===== src/rtl/led_driver.sv =====
// led_driver
//   Output stage between the memory-mapped LED register and the board LED pin.
//   It shapes the latched LED bit into one of three modes: steady, blink or
//   PWM-dimmed. A 16-bit config word selects the mode, the PWM duty and the
//   blink divider, and it can be read back.
//
//   cfg[1:0]  mode: 00 steady, 01 blink, 10 PWM, 11 reserved (pin forced low)
//   cfg[3:2]  stored and read back only
//   cfg[7:4]  PWM duty (on for duty/16 of each 16-cycle frame)
//   cfg[15:8] blink divider: each ON/OFF phase lasts (div+1) ticks
//
// Ports
//   clk        system clock, all logic on the rising edge
//   rst_n      synchronous, active-low reset
//   led_in_i   latched LED bit from the LED register
//   load_i     config write strobe (one cycle per write)
//   in_i       config write data
//   out_o      config read-back (always equals cfg)
//   led_pin_o  registered drive to the board LED
//
// Parameters
//   PRESCALE   clk cycles per tick (>= 2)

module led_driver #(
  parameter int PRESCALE = 25000
) (
  input  logic        clk,
  input  logic        rst_n,
  input  logic        led_in_i,
  input  logic        load_i,
  input  logic [15:0] in_i,
  output logic [15:0] out_o,
  output logic        led_pin_o
);

  localparam int PW = (PRESCALE > 1) ? $clog2(PRESCALE) : 1;
  localparam logic [PW-1:0] PMAX = PW'(PRESCALE - 1);

  typedef enum logic [1:0] {
    MODE_STEADY = 2'b00,
    MODE_BLINK  = 2'b01,
    MODE_PWM    = 2'b10,
    MODE_RSVD   = 2'b11
  } mode_e;

  typedef enum logic {
    BLINK_ON  = 1'b0,
    BLINK_OFF = 1'b1
  } blink_e;

  logic [15:0]   cfg_q, cfg_d;
  logic [PW-1:0] presc_q, presc_d;
  logic [7:0]    tick_cnt_q, tick_cnt_d;
  logic [3:0]    phase_q, phase_d;
  logic          led_hist_q;
  logic          led_pin_q, led_pin_d;
  blink_e        blink_q, blink_d;

  mode_e         mode;
  logic [3:0]    duty;
  logic [7:0]    div;
  logic          tick;
  logic          restart;

  assign mode = mode_e'(cfg_q[1:0]);
  assign duty = cfg_q[7:4];
  assign div  = cfg_q[15:8];

  // A config write or a rising edge on the LED bit restarts blink timing so
  // every ON phase begins cleanly; only a write realigns the PWM frame.
  assign restart = load_i | (led_in_i & ~led_hist_q);
  assign tick    = (presc_q == PMAX);

  // Timing counters and config register: next state
  always_comb begin
    cfg_d      = load_i ? in_i : cfg_q;
    phase_d    = load_i ? 4'd0 : phase_q + 4'd1;
    presc_d    = presc_q + PW'(1);
    tick_cnt_d = tick_cnt_q;
    if (restart || tick) begin
      presc_d = '0;
    end
    if (restart) begin
      tick_cnt_d = 8'd0;
    end else if (tick) begin
      tick_cnt_d = (tick_cnt_q == div) ? 8'd0 : tick_cnt_q + 8'd1;
    end
  end

  // Blink FSM: state register
  always_ff @(posedge clk) begin
    if (!rst_n) begin
      blink_q <= BLINK_ON;
    end else begin
      blink_q <= blink_d;
    end
  end

  // Blink FSM: next state
  always_comb begin
    blink_d = blink_q;
    if (restart) begin
      blink_d = BLINK_ON;
    end else if (tick && (tick_cnt_q == div)) begin
      case (blink_q)
        BLINK_ON:  blink_d = BLINK_OFF;
        BLINK_OFF: blink_d = BLINK_ON;
        default:   blink_d = BLINK_ON;
      endcase
    end
  end

  // Pin drive: uses the current cfg and timing state, so a write only shows
  // on the pin one edge after it is captured.
  always_comb begin
    led_pin_d = 1'b0;
    case (mode)
      MODE_STEADY: led_pin_d = led_in_i;
      MODE_BLINK:  led_pin_d = led_in_i & (blink_q == BLINK_ON);
      MODE_PWM:    led_pin_d = led_in_i & (phase_q < duty);
      default:     led_pin_d = 1'b0;
    endcase
  end

  // Registers
  always_ff @(posedge clk) begin
    if (!rst_n) begin
      cfg_q      <= 16'h0000;
      presc_q    <= '0;
      tick_cnt_q <= 8'd0;
      phase_q    <= 4'd0;
      led_hist_q <= 1'b0;
      led_pin_q  <= 1'b0;
    end else begin
      cfg_q      <= cfg_d;
      presc_q    <= presc_d;
      tick_cnt_q <= tick_cnt_d;
      phase_q    <= phase_d;
      led_hist_q <= led_in_i;
      led_pin_q  <= led_pin_d;
    end
  end

  assign out_o     = cfg_q;
  assign led_pin_o = led_pin_q;

endmodule


===== config.mk =====
export PLATFORM = sky130hd
export DESIGN_NAME = led_driver
export DESIGN_NICKNAME = d
export VERILOG_FILES = /design/src/rtl/led_driver.sv
export SDC_FILE = /design/constraint.sdc
export NUM_CORES = 1
export LEC_CHECK = 0
export CORE_AREA = 2 2 51 89
export CTS_CLUSTER_SIZE = 25
export DETAILED_ROUTE_END_ITERATION = 8
export DIE_AREA = 0 0 53 91
export GPL_TIMING_DRIVEN = 0
export PLACE_DENSITY = 0.87
export SLEW_MARGIN = 20
export SYNTH_ARGS = -nofsm -noshare
export SYNTH_HDL_FRONTEND = slang
export SYNTH_SLANG_ARGS = --single-unit

===== constraint.sdc =====
create_clock -name clk -period 2.5 [get_ports clk]
set_input_delay 0.5 -clock clk [delete_from_list [all_inputs] [get_ports clk]]
set_output_delay 0.5 -clock clk [all_outputs]
set_load 0.02 [all_outputs]

* Word level (Yosys, flattened, before mapping)
Cells that the tools add are included.
** Storage, ports and cells
- Input bits :: 20
- Logic and storage cells :: 31
- Output and inout bits :: 17
- Flip-flop bits (word level) :: 46
** Operators by class
- Equal/unequal tests :: 4
- Magnitude comparators :: 1
- Add/subtract/negate cells :: 3
- Reductions and logical operators :: 6
- Muxes and demuxes :: 3
- Bitwise logic cells :: 7
** Operator list (number)
- $add A15 B1 Y15 const B :: 1
- $eq A15 B15 Y1 const B :: 1
- $add A8 B1 Y8 const B :: 1
- $eq A8 B8 Y1 :: 1
- $mux W8 :: 1
- $reduce_or A2 Y1 :: 3
- $add A4 B1 Y4 const B :: 1
- $lt A4 B4 Y1 :: 1
- $and A1 B1 Y1 :: 3
- $not A1 Y1 :: 3
- $pmux W1 S3 :: 1
- $eq A2 B1 Y1 const B :: 1
- $eq A2 B2 Y1 const B :: 1
- $logic_not A2 Y1 :: 1
- $pmux W1 S2 :: 1
- $logic_and A1 B1 Y1 :: 1
- $logic_or A1 B1 Y1 :: 1
- $or A1 B1 Y1 :: 1

* Depth between registers and ports, before layout
- Depth in word-level cells :: 5
- Gate-level depth with buffers :: 7
- Depth with buffers taken out :: 5

* Worst setup path before layout
Ideal clock, no wire load.
- Kind :: reg-to-reg
- Start :: reg presc_q[3]
- End :: reg tick_cnt_q[5]
- Setup slack :: 0.319 ns
- Data arrival time :: 2.110 ns
- Cell stages (with the launch flop) :: 6
- Clock period less this slack :: 2.181 ns
- Setup time :: 0.071 ns
- Required time :: 2.429 ns
- Path buffers :: 1
- Cells stage by stage :: dfxtp_1 > or4b_1 > or4_1 > buf_2 > or4_1 > a21oi_1
** On the way
- Cells in the longest elaborated chain, start to end :: 1
** Ends and longest elaborated chain
- start: declaration :: line 52 : logic [PW-1:0] presc_q, presc_d;
- start signal: assignment :: line 136 : presc_q <= presc_d;
- $eq A15 B15 Y1 :: line 72 : assign tick = (presc_q == PMAX);
- end signal: assignment :: line 137 : tick_cnt_q <= tick_cnt_d;
- end: declaration :: line 53 : logic [7:0] tick_cnt_q, tick_cnt_d;
Every way passes these cells.
A chain may end at the register's enable or synchronous reset.

* Final worst setup path
- Start :: reg presc_q[3]
- End :: reg tick_cnt_q[0]
Same word-level chain as after synthesis.

==> impl_results.md <==
- Status: finished clean
- Hold Crit Depth: 1
- Skew final: 6.98 ps
- Register area share after synthesis: 0.439
- Arr. time, crit path: 2550 ps
- Post-Place Cell Area: about 2500 sq um
- WP buf/inv: 1
- CP Cell Sequence: or4b_1, or4_1, buf_2, o31ai_2, a211oi_1
- FF+latch count, synth: 46
- GRT Overall Usage: 0.206
- Max Fclk: 417 MHz
- Adder-Cell Fraction of Synth Area: 0.0537
- Final Max Tran Viols: 0
- Synth top area cells: dfxtp_1, mux2i_1, xnor2_1
- GPL Wtd Cong: 0.809
- CP max stage cell: o31ai_2
- Clock-pin slew on the worst setup and hold paths: 90 ps
- Worst hold-check path type: flop to flop
- Critical Path Stages: 5
- Synth Area in Compound Gates: 0.0722
- Top-count cell post-synth: dfxtp_1
- Vias post-DR: roughly 1,700
- Worst slew margin: 0.545
- Initial Util: 0.515
- Top post-synthesis cells by count: dfxtp_1, mux2i_1, nor2_1, nor2b_1, xnor2_1
- DR vias/cell: 5.49
- Syn Inst Count: 224
- Avg WL per Cell: 13.8 um
- Mean Syn Cell Area: 9.36 sq um
- Row count: 31
- Deepest clock path buffer count: 2
- RSZ-0062 raised after global routing: no
- CP Class: flop to flop
- Share of the synthesized area in the top cell type: 0.439
- I/O pins: 37
- Initial antenna violation count: 0
- CTS tree: built
- Finish-stage setup viols: 0
- First-pass GRT wire length: roughly 7600 um
- Leak Pwr: ~0.92 nW
- Net Count, Synth: approximately 250
- Worst reg2reg path depth: 5
- VDD IR max: 0.000514 V
- Post-synthesis cell type count: 31
- Setup crit start kind: flop
- Vias in the first global route: approximately 1,800
- Final core occ: 0.639
- Num CTS Buffers: 5
- DRC violations left: 0
- Synth Area in Simple Gates: 0.231
- CTS sink cnt: 46
- Final worst path period share: 0.958
- Core area: 4070 sq um
- Power density over cell area: roughly 540 nW/um^2
- Most common flop cell mapped by yosys: dfxtp_1
- Pin count of the biggest net entering global routing: 15
- Post-route ant nets: 0
- Clk Tree Root Cell: clkbuf_8
- 1st-iter DRT viols: 29
- # port buffers: 35
- Share of layout cells above drive strength 1: 0.0412
- CP top delay family: simple AND/OR/NAND/NOR gates
- TritonRoute pass-1 iters: 6
- Area growth syn-to-layout: 24.2%
- Die area: ~4800 sq um
- Fin area: between 2000 and 3000 sq um
- Worst path max stage delay: 540 ps
- Crit. End Element: flop
- Worst EP required: 2660 ps
- Tmin final: between 2000 and 2500 ps
- Die X: 53 um
- NumNets Final: 295
- Post-synth ARST share: 0
- Hold Vio Cnt, Final: 0
- Drt total wl: approximately 4400 um
- H-tree depth: 2
- Fin Setup TNS: 0 ps
- Synthesized area: ~2100 sq um
- Yosys warning count: 0
- ANT cells: 0
- Worst-Margin Slew: about 680 ps
- XOR/XNOR Fraction of Synth Area: 0.0878
- Cts hold-fix bufs: 0
- Min Hold Slack: 447 ps
- Post-DP HPWL: 3270 um
- Die height: 91 um
- Grt total ovfl: 0
- Largest family of logic cells by synthesized area: simple AND/OR/NAND/NOR gates
- Mux cell area share after synthesis: 0.0812
- Post-synth EDFFs: 0
- Yosys top cell by area: dfxtp_1
- Max-cap violations: 0
- CP Max Fanout: 10
- Skew-Pair Late Insertion Delay: 300 ps
-- flip-flops by register name, indices dropped and copies added (netlist names) --
register	cells
blink_q	1
led_hist_q	1
led_pin_o	1
out_o	16
phase_q	4
presc_q	15
tick_cnt_q	8
-- power by group --
part	switching (W)	total, W	leakage, nW	internal (W)
registers	0.0000170	0.000769	0.375	0.000752
logic	0.0000747	0.000163	0.501	0.0000878
clock network	0.000248	0.000470	0.0472	0.000222
-- per-stage QoR --
stage / total power (W) / worst slack, ps / cells
6_report: 0.00140 / 104 / 316
5_1_grt: 0.00145 / 8.96 / 316
3_5_place_dp: 0.000949 / -102 / 308
4_1_cts: 0.00141 / 82.2 / 316
3_3_place_gp: 0.000943 / -72.9 / 308
2_1_floorplan: 0.000868 / 319 / 224
-- worst register-to-register path, delay by kind of cell (launching register included) --
kind | cells | cell delay, ps
AOI/OAI and AO/OA | 2 | 640
DFF | 1 | 370
and+or+nand+nor | 2 | 1050
buffers and inverters | 1 | 200
-- layout by cell type, fill, tap and decap left out, types with 2 or more instances in the layout --
cell type / netlist / routed
nand2b_1: 3 / 3
a21oi_1: 10 / 10
ha_1: 9 / 9
inv_1: 13 / 13
mux2i_1: 17 / 17
clkbuf_1: 5 / 4
dfxtp_1: 46 / 46
nand3_1: 9 / 9
or4_1: 6 / 6
o31ai_1: 5 / 5
nor3_1: 3 / 3
o21ai_0: 7 / 7
clkbuf_8: 0 / 6
nor2_1: 17 / 17
nand4_1: 6 / 6
or4b_1: 2 / 2
or3_1: 4 / 4
nor4_1: 3 / 3
xnor2_1: 15 / 15
clkdlybuf4s50_1: 0 / 35
nor2b_1: 17 / 17
xor2_1: 6 / 6
nand2_1: 11 / 11
-- routing by layer --
metal / share of wire / global-route usage
met1: 0.38 / 0.209
met2: 0.57 / 0.380
met3: 0.035 / 0.0428
met4: 0.021 / 0.0855
met5: 0 / 0
-- final cells by class --
cell class              count  area (sq um)
fillers                   358          1470
multi-input cells         159          1100
flip-flops and latches     46           921
repair buffers             35           350
clock buffers               6          82.6
well taps                  49          61.3
inverters                  13          48.8
plain buffers               6          25.0
clock inverters             2          12.5
-- cell families (layout without fill, tap and decap cells) --
kind of cell / after synthesis / count (layout)
XOR/XNOR: 21 / 21
AO/OA/AOI/OAI: 25 / 25
buffers and inverters: 19 / 62
multiplexers: 17 / 17
flip-flops: 46 / 46
adder cells (fa/ha/maj): 9 / 9
AND/OR/NAND/NOR: 87 / 87
-- timing repair --
action / CTS / global route
setup buffers: 0 / 0
setup endpoints to repair: 0 / 10
resized for setup: 0 / 2
-- final timing paths --
kind | start | to | slack [ps]
min | presc_q[0] | presc_q[0] | 450
min reg2reg | presc_q[0] | presc_q[0] | 450
max | presc_q[3] | tick_cnt_q[0] | 100
max reg2reg | presc_q[3] | tick_cnt_q[0] | 100
(Power assumes the default switching activity.)
